**config.mk**
```make
export PLATFORM = sky130hd
export DESIGN_NAME = garduino_curtain_ctrl_flat
export DESIGN_NICKNAME = d
export VERILOG_FILES = /design/src/rtl/garduino_curtain_ctrl_if.sv /design/src/rtl/garduino_curtain_ctrl.sv /design/src/flat_wrapper.sv
export SDC_FILE = /design/constraint.sdc
export NUM_CORES = 1
export LEC_CHECK = 0
export CAP_MARGIN = 20
export CORE_ASPECT_RATIO = 1.2
export CORE_MARGIN = 3
export CORE_UTILIZATION = 25
export DETAILED_ROUTE_END_ITERATION = 8
export GPL_TIMING_DRIVEN = 0
export PLACE_DENSITY = 0.44
export SYNTH_ARGS = -nofsm -noshare
export SYNTH_HDL_FRONTEND = slang
export SYNTH_SLANG_ARGS = --single-unit
```
**constraint.sdc**
```tcl
create_clock -name clk -period 5.8 [get_ports clk]
set_input_delay 1.45 -clock clk [delete_from_list [all_inputs] [get_ports clk]]
set_output_delay 1.45 -clock clk [all_outputs]
set_load 0.005 [all_outputs]
```
**src/rtl/garduino_curtain_ctrl_if.sv**
```systemverilog
// Avalon-MM slave bus bundle for the curtain controller.
interface garduino_curtain_ctrl_if;
  logic [2:0]  address;
  logic        chipselect;
  logic        write_n;
  logic [31:0] writedata;
  logic [31:0] readdata;

  modport master (output address, chipselect, write_n, writedata, input readdata);
  modport slave  (input address, chipselect, write_n, writedata, output readdata);
endinterface

```
**src/rtl/garduino_curtain_ctrl.sv**
```systemverilog
// Multi-channel curtain motor controller with dead-time reversal, timed runs and limit stops.
// Define CURTAIN_IRQ_EN to add the IRQ_MASK register (addr 4) and the registered irq output.
module garduino_curtain_ctrl #(
  parameter int NUM_CH   = 3,
  parameter int TIMER_W  = 16,
  parameter int PRESCALE = 50000,
  parameter int DEADTIME = 100
) (
  input  logic                   clk,
  input  logic                   reset_n,
  garduino_curtain_ctrl_if.slave bus,
  input  logic [NUM_CH-1:0]      limit_open,
  input  logic [NUM_CH-1:0]      limit_closed,
  output logic [NUM_CH-1:0]      motor_open,
  output logic [NUM_CH-1:0]      motor_close
`ifdef CURTAIN_IRQ_EN
  ,
  output logic                   irq
`endif
);
  localparam int PW = $clog2(PRESCALE);
  localparam int DW = $clog2(DEADTIME + 1);
  localparam logic [1:0] OP_OPEN  = 2'b01;
  localparam logic [1:0] OP_CLOSE = 2'b10;
  localparam logic [1:0] OP_STOP  = 2'b11;

  typedef enum logic [1:0] {IDLE, DEAD, RUN_OPEN, RUN_CLOSE} ch_state_t;

  logic [NUM_CH-1:0]  lo_meta_reg, lo_sync_reg, lc_meta_reg, lc_sync_reg;
  logic [PW-1:0]      pre_cnt_reg;
  logic [TIMER_W-1:0] duration_reg;
  logic [NUM_CH-1:0]  done, busy, dir_close;
  logic [31:0]        status;
  logic               tick, wr, cmd_wr, done_wr;
  logic [1:0]         op;
  logic               unused_wdata;

  assign wr           = bus.chipselect & ~bus.write_n;
  assign cmd_wr       = wr && (bus.address == 3'd1);
  assign done_wr      = wr && (bus.address == 3'd3);
  assign op           = bus.writedata[17:16];
  assign tick         = (pre_cnt_reg == PW'(PRESCALE - 1));
  assign unused_wdata = ^bus.writedata;

  always_ff @(posedge clk or negedge reset_n) begin
    if (!reset_n) begin
      lo_meta_reg  <= '0;
      lo_sync_reg  <= '0;
      lc_meta_reg  <= '0;
      lc_sync_reg  <= '0;
      pre_cnt_reg  <= '0;
      duration_reg <= '0;
    end else begin
      lo_meta_reg <= limit_open;
      lo_sync_reg <= lo_meta_reg;
      lc_meta_reg <= limit_closed;
      lc_sync_reg <= lc_meta_reg;
      pre_cnt_reg <= tick ? '0 : pre_cnt_reg + PW'(1);
      if (wr && bus.address == 3'd0)
        duration_reg <= bus.writedata[TIMER_W-1:0];
    end
  end

`ifdef CURTAIN_IRQ_EN
  logic [NUM_CH-1:0] irq_mask_reg;
  logic              irq_reg;

  always_ff @(posedge clk or negedge reset_n) begin
    if (!reset_n) begin
      irq_mask_reg <= '0;
      irq_reg      <= 1'b0;
    end else begin
      if (wr && bus.address == 3'd4)
        irq_mask_reg <= bus.writedata[NUM_CH-1:0];
      irq_reg <= |(done & irq_mask_reg);
    end
  end
  assign irq = irq_reg;
`endif

  always_comb begin
    status                 = '0;
    status[NUM_CH-1:0]     = busy;
    status[8 +: NUM_CH]    = dir_close;
    status[16 +: NUM_CH]   = lo_sync_reg;
    status[24 +: NUM_CH]   = lc_sync_reg;
    bus.readdata = '0;
    case (bus.address)
      3'd0: bus.readdata[TIMER_W-1:0] = duration_reg;
      3'd2: bus.readdata = status;
      3'd3: bus.readdata[NUM_CH-1:0] = done;
`ifdef CURTAIN_IRQ_EN
      3'd4: bus.readdata[NUM_CH-1:0] = irq_mask_reg;
`endif
      default: bus.readdata = '0;
    endcase
  end

  for (genvar gi = 0; gi < NUM_CH; gi++) begin : g_ch
    ch_state_t          state_reg;
    logic [TIMER_W-1:0] timer_reg;
    logic [DW-1:0]      dead_reg;
    logic               pend_close_reg, open_reg, close_reg, done_reg;
    logic               hit, want_close, blocked;

    assign hit        = cmd_wr & bus.writedata[gi];
    assign want_close = (op == OP_CLOSE);
    // Zero duration or a target limit already reached completes without driving.
    assign blocked    = (duration_reg == '0) ||
                        (want_close ? lc_sync_reg[gi] : lo_sync_reg[gi]);

    always_ff @(posedge clk or negedge reset_n) begin
      if (!reset_n) begin
        state_reg      <= IDLE;
        timer_reg      <= '0;
        dead_reg       <= '0;
        pend_close_reg <= 1'b0;
        open_reg       <= 1'b0;
        close_reg      <= 1'b0;
        done_reg       <= 1'b0;
      end else begin
        // A completion later in this block overrides the clear.
        if (done_wr && bus.writedata[gi])
          done_reg <= 1'b0;
        if (hit && op == OP_STOP) begin
          state_reg <= IDLE;
          open_reg  <= 1'b0;
          close_reg <= 1'b0;
        end else if (hit && (op == OP_OPEN || op == OP_CLOSE)) begin
          pend_close_reg <= want_close;
          if (blocked) begin
            state_reg <= IDLE;
            open_reg  <= 1'b0;
            close_reg <= 1'b0;
            done_reg  <= 1'b1;
          end else begin
            case (state_reg)
              IDLE: begin
                state_reg <= want_close ? RUN_CLOSE : RUN_OPEN;
                timer_reg <= duration_reg;
                open_reg  <= ~want_close;
                close_reg <= want_close;
              end
              RUN_OPEN, RUN_CLOSE: begin
                if (want_close == (state_reg == RUN_CLOSE)) begin
                  timer_reg <= duration_reg;
                end else begin
                  state_reg <= DEAD;
                  dead_reg  <= DW'(DEADTIME);
                  open_reg  <= 1'b0;
                  close_reg <= 1'b0;
                end
              end
              default: ;
            endcase
          end
        end else begin
          case (state_reg)
            RUN_OPEN, RUN_CLOSE: begin
              if ((state_reg == RUN_OPEN && lo_sync_reg[gi]) ||
                  (state_reg == RUN_CLOSE && lc_sync_reg[gi]) ||
                  (tick && timer_reg <= TIMER_W'(1))) begin
                state_reg <= IDLE;
                open_reg  <= 1'b0;
                close_reg <= 1'b0;
                done_reg  <= 1'b1;
              end else if (tick) begin
                timer_reg <= timer_reg - TIMER_W'(1);
              end
            end
            DEAD: begin
              if (tick) begin
                if (dead_reg <= DW'(1)) begin
                  state_reg <= pend_close_reg ? RUN_CLOSE : RUN_OPEN;
                  timer_reg <= duration_reg;
                  open_reg  <= ~pend_close_reg;
                  close_reg <= pend_close_reg;
                end else begin
                  dead_reg <= dead_reg - DW'(1);
                end
              end
            end
            default: ;
          endcase
        end
      end
    end

    assign motor_open[gi]  = open_reg;
    assign motor_close[gi] = close_reg;
    assign busy[gi]        = (state_reg != IDLE);
    assign dir_close[gi]   = pend_close_reg;
    assign done[gi]        = done_reg;
  end
endmodule

```
**src/flat_wrapper.sv**
```systemverilog
// flat-port wrapper written by rule: the top's interface ports become plain ports
module garduino_curtain_ctrl_flat 
#(
  parameter int NUM_CH   = 3,
  parameter int TIMER_W  = 16,
  parameter int PRESCALE = 50000,
  parameter int DEADTIME = 100
)
  (clk, reset_n, limit_open, limit_closed, motor_open, motor_close, bus_address, bus_chipselect, bus_write_n, bus_writedata, bus_readdata);
  garduino_curtain_ctrl_if bus_i ();
  input  logic clk;
  input  logic reset_n;
  input  logic [NUM_CH-1:0] limit_open;
  input  logic [NUM_CH-1:0] limit_closed;
  output logic [NUM_CH-1:0] motor_open;
  output logic [NUM_CH-1:0] motor_close;
  input wire logic [$bits(bus_i.address)-1:0] bus_address;
  input wire logic [$bits(bus_i.chipselect)-1:0] bus_chipselect;
  input wire logic [$bits(bus_i.write_n)-1:0] bus_write_n;
  input wire logic [$bits(bus_i.writedata)-1:0] bus_writedata;
  output wire logic [$bits(bus_i.readdata)-1:0] bus_readdata;
  assign bus_i.address = bus_address;
  assign bus_i.chipselect = bus_chipselect;
  assign bus_i.write_n = bus_write_n;
  assign bus_i.writedata = bus_writedata;
  assign bus_readdata = bus_i.readdata;
  garduino_curtain_ctrl #(.NUM_CH(NUM_CH), .TIMER_W(TIMER_W), .PRESCALE(PRESCALE), .DEADTIME(DEADTIME)) u_core (.clk(clk), .reset_n(reset_n), .bus(bus_i), .limit_open(limit_open), .limit_closed(limit_closed), .motor_open(motor_open), .motor_close(motor_close));
endmodule
```
==> impl_metrics.toml, run 1 <==
[outcome]
outcome = "completed"

[routing]
drc = 0
ant_nets = 0
wirelength_mm = 27.3
post_drt_via_cell_ratio = 5.27
drt_iter0_drc = 435
vias = 7537
wl_per_cell_um = 19.1
firstDrtPassIters = 6

[cts]
cts-hold-fix-buffers = 0
root_buffer = "clkbuf_16"
cts_setup_buffers = 0
cts_buffers = 17
htreeDepth = 4
cts_tree = "yes"
cts_buffer_depth = 2
cts.sinks = 131
cts_resized = 0
clk_pin_slew_worst_paths_ps = 60
clock_latency_ps = 440

[placement]
place_ws_ps = 173
dp.cells = 1398
io_buffers = 56
routabilityCongestion = 0.866
dp_hpwl_mm = 19.9

[synth]
ys_seq_area_frac = 0.403
synthTopCellsByArea = "dfrtp_1 (40%), nor2_1 (4.4%), mux2_2 (3.6%)"
syn_inst = 929
async_reset_ff_frac = 1.00
post-synth-top-count-cell = "dfrtp_1"
synth-main-ff-cell = "dfrtp_1"
ys_warn_count = 0
syn_area_mm2 = 0.00814
synthTopCellsByCount = "dfrtp_1 (131), nor2_1 (96), nand2_1 (56), o21ai_0 (55), a21oi_1 (52)"
synth_edf_count = 0
yosysUniqueCellTypes = 75
synth_seq_cells = 131
synth_top_area_frac = 0.403
yosysTopAreaCell = "dfrtp_1"
syn_area_per_cell_um2 = 8.77

[critical_path]
crit_fanout = 10
cp_data_arrival_time_ps = 4220
critPathRequiredTime_ps = 4350
cp-end-kind = "output port"
crit_type = "primary input to output port"
startpoint_type = "primary input"

[cells_and_area]
nets = 1077
area_growth_pct = 20.9
n_antenna_cell = 0
largest_reg_flops = 48
fin_cells = 1431
layout-drive-gt1-share = 0.0981

[die]
die-area_mm2 = 0.0348
die_x_um = 171
start_util = 0.257
die-height_um = 204
rows = 71
core_mm2 = 0.0317
pin_count = 83

[pwr]
p_leak_nw = 3.97
ir_drop_v = 0.000144
powerDensity_mw_per_mm2 = 271

[timing]
finalSetupViolCount = 0
hold_viol_final = 0
worst_pin_slew_ps = 1020
finalClockSkew_ps = 14.0
fmax_mhz = 176
fin_crit_sh = 0.977
slew_headroom = 0.318
setup_ws_ps = 133
rsz0062_at_grt = "false"
drv_slew = 0
finalCriticalPeriod_ps = 5670

[run]
drv_cap = 0

[global_routing]
grt_pass1_wl_mm = 43.3
gr-total-overflow = 0
grt_max_degree = 88
antenna_found_initial = 0
grt_usage = 0.160
grt_pass1_vias = 7433

[min_path]
hold_path.class = "flip-flop to flip-flop"
==> metal layers <==
layer / GRT usage / vias to the layer above / part of all wire / routed length (µm)
met4: 0.0513 / 0 / 0.021 / 562
met1: 0.217 / 3694 / 0.46 / 12500
met2: 0.259 / 195 / 0.47 / 12900
li1: - / 3609 / - / -
met3: 0.0285 / 39 / 0.048 / 1310
met5: 0 / - / 0 / 0
==> per-stage QoR <==
stage | setup TNS, ps | hold WS (ps) | util | power [mW] | area [µm²]
detailed placement | 0 | 338 | 0.293 | 1.64 | 9280
global placement | -359180 | 334 | 0.291 | 1.64 | 9240
CTS | 0 | 354 | 0.310 | 2.71 | 9840
floorplan | 0 | 331 | - | 1.42 | 8180
finish | 0 | 348 | 0.311 | 2.67 | 9850
global route | 0 | 368 | 0.311 | 2.83 | 9850
==> layout make-up <==
type / count / area, µm²
clock inverter: 15 / 135
fill: 3312 / 21900
buffer: 68 / 322
inverter: 25 / 93.8
sequential: 131 / 3280
timing repair buffer: 60 / 609
multi-input combinational: 714 / 4480
tap: 401 / 502
clock buffer: 17 / 425
==> report_power, final <==
group / total [mW] / switching, mW / internal [mW]
Clock: 1.05 / 0.462 / 0.592
Combinational: 0.409 / 0.222 / 0.188
Sequential: 1.21 / 0.187 / 1.02
Total: 2.67 / 0.870 / 1.80
==> path summary, 6_finish.rpt <==
check / start / end / slack [ps] / depth (start not counted)
max: bus_address[1] / bus_readdata[11] / 130 / 6
min: u_core.lc_meta_reg[1] / u_core.lc_sync_reg[1] / 350 / 0
max reg2reg: u_core.pre_cnt_reg[12] / u_core.g_ch[2].timer_reg[11] / 2360 / 9
max in group asynchronous: reset_n / u_core.g_ch[0].timer_reg[10] / 4020 / 2
min reg2reg: u_core.lc_meta_reg[1] / u_core.lc_sync_reg[1] / 350 / 0
min in group asynchronous: reset_n / u_core.pre_cnt_reg[5] / 950 / 1
==> critical path, cell delays in order <==
cell             delay (ps)
clkdlybuf4s50_1         570
clkbuf_1                280
nor3_1                  870
clkbuf_1                350
and2_1                  170
clkdlybuf4s50_1         520
==> layout by cell type (no fill, tap or decap), types with 6 or more instances in the layout <==
| master | netlist | final |
|---|---|---|
| a211oi_1 | 13 | 13 |
| nor2b_1 | 9 | 9 |
| xnor2_1 | 10 | 10 |
| clkbuf_16 | 0 | 17 |
| clkdlybuf4s50_1 | 0 | 55 |
| buf_2 | 5 | 6 |
| clkbuf_1 | 46 | 46 |
| and2_1 | 23 | 23 |
| o21a_1 | 7 | 7 |
| a21oi_1 | 52 | 52 |
| a2bb2oi_1 | 10 | 10 |
| xor2_1 | 10 | 10 |
| o22ai_1 | 7 | 7 |
| ha_1 | 15 | 15 |
| nor2_1 | 96 | 96 |
| nor3_1 | 41 | 41 |
| inv_1 | 25 | 25 |
| buf_4 | 16 | 18 |
| nand4_1 | 7 | 7 |
| nor4_1 | 21 | 21 |
| nand2_1 | 56 | 56 |
| o21ai_0 | 55 | 55 |
| mux2i_1 | 9 | 9 |
| o31ai_1 | 18 | 18 |
| o21ai_1 | 7 | 7 |
| mux2_2 | 26 | 26 |
| o41ai_1 | 8 | 8 |
| and3_1 | 14 | 14 |
| a31oi_1 | 28 | 28 |
| conb_1 | 1 | 10 |
| nand2b_1 | 10 | 10 |
| o22a_1 | 15 | 15 |
| or3_1 | 13 | 13 |
| or4_1 | 14 | 14 |
| nand3_1 | 39 | 39 |
| dfrtp_1 | 131 | 131 |
==> cell families after synthesis <==
logic type	share of synthesized area
AO/OA/AOI/OAI	0.222
XOR/XNOR	0.0215
adder cells (fa/ha/maj)	0.0230
buffers and inverters	0.0510
flip-flops	0.403
multiplexers	0.0470
other	0.000461
AND/OR/NAND/NOR	0.232
Power figures use the tool's default switching activity.
==> run 2: changes to the inputs <==
--- a/config.mk
+++ b/config.mk
@@ -5,7 +5,6 @@
 export SDC_FILE = /design/constraint.sdc
 export NUM_CORES = 1
 export LEC_CHECK = 0
-export CAP_MARGIN = 20
 export CORE_ASPECT_RATIO = 1.2
 export CORE_MARGIN = 3
 export CORE_UTILIZATION = 25
==> impl_metrics.toml, run 2 (synthesized netlist as in run 1, its figures left out) <==
[cells_and_area]
nFillCells = 3302
layout_commonest_cell = "dfrtp_1"
multi_input_area_mm2 = 0.00449
layout-drive-gt1-share = 0.0974
layout_common_cells = "dfrtp_1 (131), nor2_1 (96), nand2_1 (56)"
area_growth_pct = 20.5
fin_cells = 1428
largest_reg_flops = 48
n_antenna_cell = 0
register_area_mm2 = 0.00328
nets = 1074

[placement]
dp_hpwl_mm = 19.9
routabilityCongestion = 0.866
place_ws_ps = -196
io_buffers = 56
dp.cells = 1396

[critical_path]
critPathRequiredTime_ps = 4350
startpoint_type = "primary input"
crit_type = "primary input to output port"
worstRegToRegCells = 7
crit_fanout = 10
cp_data_arrival_time_ps = 4100
cp-end-kind = "output port"

[global_routing]
grt_max_degree = 88
grt_usage = 0.159
grt_pass1_vias = 7327
antenna_found_initial = 0
gr-total-overflow = 0
grt_pass1_wl_mm = 43.1

[cts]
cts.sinks = 131
root_buffer = "clkbuf_16"
cts_tree = "yes"
cts_buffers = 17
cts-hold-fix-buffers = 0
clock_latency_ps = 430
clk_pin_slew_worst_paths_ps = 60
cts_buffer_depth = 2
htreeDepth = 4

[timing]
setup_ws_ps = 252
finalCriticalPeriod_ps = 5550
worst_pin_slew_ps = 1200
drv_slew = 0
rsz0062_at_grt = "false"
fin_crit_sh = 0.956
finalSetupViolCount = 0
fmax_mhz = 180
hold_viol_final = 0
slew_headroom = 0.191
finalClockSkew_ps = 11.7

[min_path]
worstHoldPathCells = 0
hold_path.class = "flip-flop to flip-flop"

[routing]
firstDrtPassIters = 5
vias = 7618
ant_nets = 0
drc = 0
wirelength_mm = 27.4
wl_per_cell_um = 19.2
post_drt_via_cell_ratio = 5.33
drt_iter0_drc = 499

[die]
pin_count = 83
start_util = 0.257
die-height_um = 204
rows = 71
core_mm2 = 0.0317
die_x_um = 171
die-area_mm2 = 0.0348

[pwr]
ir_drop_v = 0.000137
powerDensity_mw_per_mm2 = 268
p_leak_nw = 3.95

[outcome]
outcome = "completed"

[run]
drv_cap = 0
-- run 2: cell count changes in the layout (fill, tap and decap cells not counted) --
| cell | previous run | this run |
|---|---|---|
| clkinv_2 | 3 | 4 |
| buf_4 | 18 | 16 |
| inv_6 | 3 | 2 |
| bufinv_16 | 1 | 0 |
| nor3b_1 | 4 | 3 |
| clkinvlp_4 | 5 | 4 |
| nor3_1 | 41 | 40 |
| nor3b_2 | 0 | 1 |
| nor3_2 | 0 | 1 |
| clkinv_4 | 3 | 5 |
| buf_2 | 6 | 5 |
-- run 2: where the power goes --
| part | total (mW) | switching [mW] | leakage [nW] | internal, mW |
|---|---|---|---|---|
| Sequential | 1.21 | 0.190 | 1.67 | 1.02 |
| Combinational | 0.411 | 0.224 | 2.02 | 0.187 |
| Clock | 1.01 | 0.459 | 0.255 | 0.548 |
-- run 2: metrics by stage --
stage	setup TNS (ps)	area, µm²	power, mW	hold slack [ps]	utilization
global route	0	9810	2.78	365	0.309
detailed placement	-902	9270	1.64	338	0.292
finish	0	9810	2.63	350	0.309
CTS	0	9810	2.67	354	0.309
floorplan	0	8180	1.42	331	-
global placement	-359180	9240	1.64	334	0.291
-- run 2: layout make-up --
type / count / share of cell area
Multi-Input combinational cell: 714 / 0.458
Sequential cell: 131 / 0.334
Timing Repair Buffer: 57 / 0.0600
Tap cell: 401 / 0.0511
Clock buffer: 17 / 0.0433
Buffer: 68 / 0.0328
Clock inverter: 15 / 0.0113
Inverter: 25 / 0.00956
-- run 2: what timing repair did --
item,in CTS,in global routing
resized for setup,1,1
setup buffers,0,0
setup endpoints to repair,9,2
-- run 2: per-layer routing --
metal | track usage | part of all wire | up-vias
met3 | 0.0302 | 0.051 | 16
met1 | 0.214 | 0.46 | 3776
li1 | - | - | 3604
met2 | 0.263 | 0.48 | 222
met5 | 0 | 0 | -
met4 | 0.0417 | 0.010 | 0
-- run 2: worst paths after layout --
check	slack, ps	startpoint	end
min in group asynchronous	960	reset_n	u_core.lo_meta_reg[1]
setup / recovery	250	bus_address[1]	bus_readdata[8]
hold / removal	350	u_core.lo_meta_reg[2]	u_core.lo_sync_reg[2]
setup reg to reg	1790	u_core.pre_cnt_reg[12]	u_core.g_ch[2].timer_reg[14]
hold reg to reg	350	u_core.lo_meta_reg[2]	u_core.lo_sync_reg[2]
max in group asynchronous	3990	reset_n	u_core.duration_reg[15]
-- run 2: worst max-delay path, stage by stage --
cell	delay, ps
clkdlybuf4s50_1	650
clkbuf_1	390
nor3b_2	730
a22o_1	340
clkdlybuf4s50_1	530
==> run 3: changes to the inputs <==
--- a/config.mk
+++ b/config.mk
@@ -9,6 +9,7 @@
 export CORE_MARGIN = 3
 export CORE_UTILIZATION = 25
 export DETAILED_ROUTE_END_ITERATION = 8
+export GPL_ROUTABILITY_DRIVEN = 0
 export GPL_TIMING_DRIVEN = 0
 export PLACE_DENSITY = 0.44
 export SYNTH_ARGS = -nofsm -noshare
==> results of run 3 <==
Same layout as run 2: the final DEF is identical, and so are final timing and power.
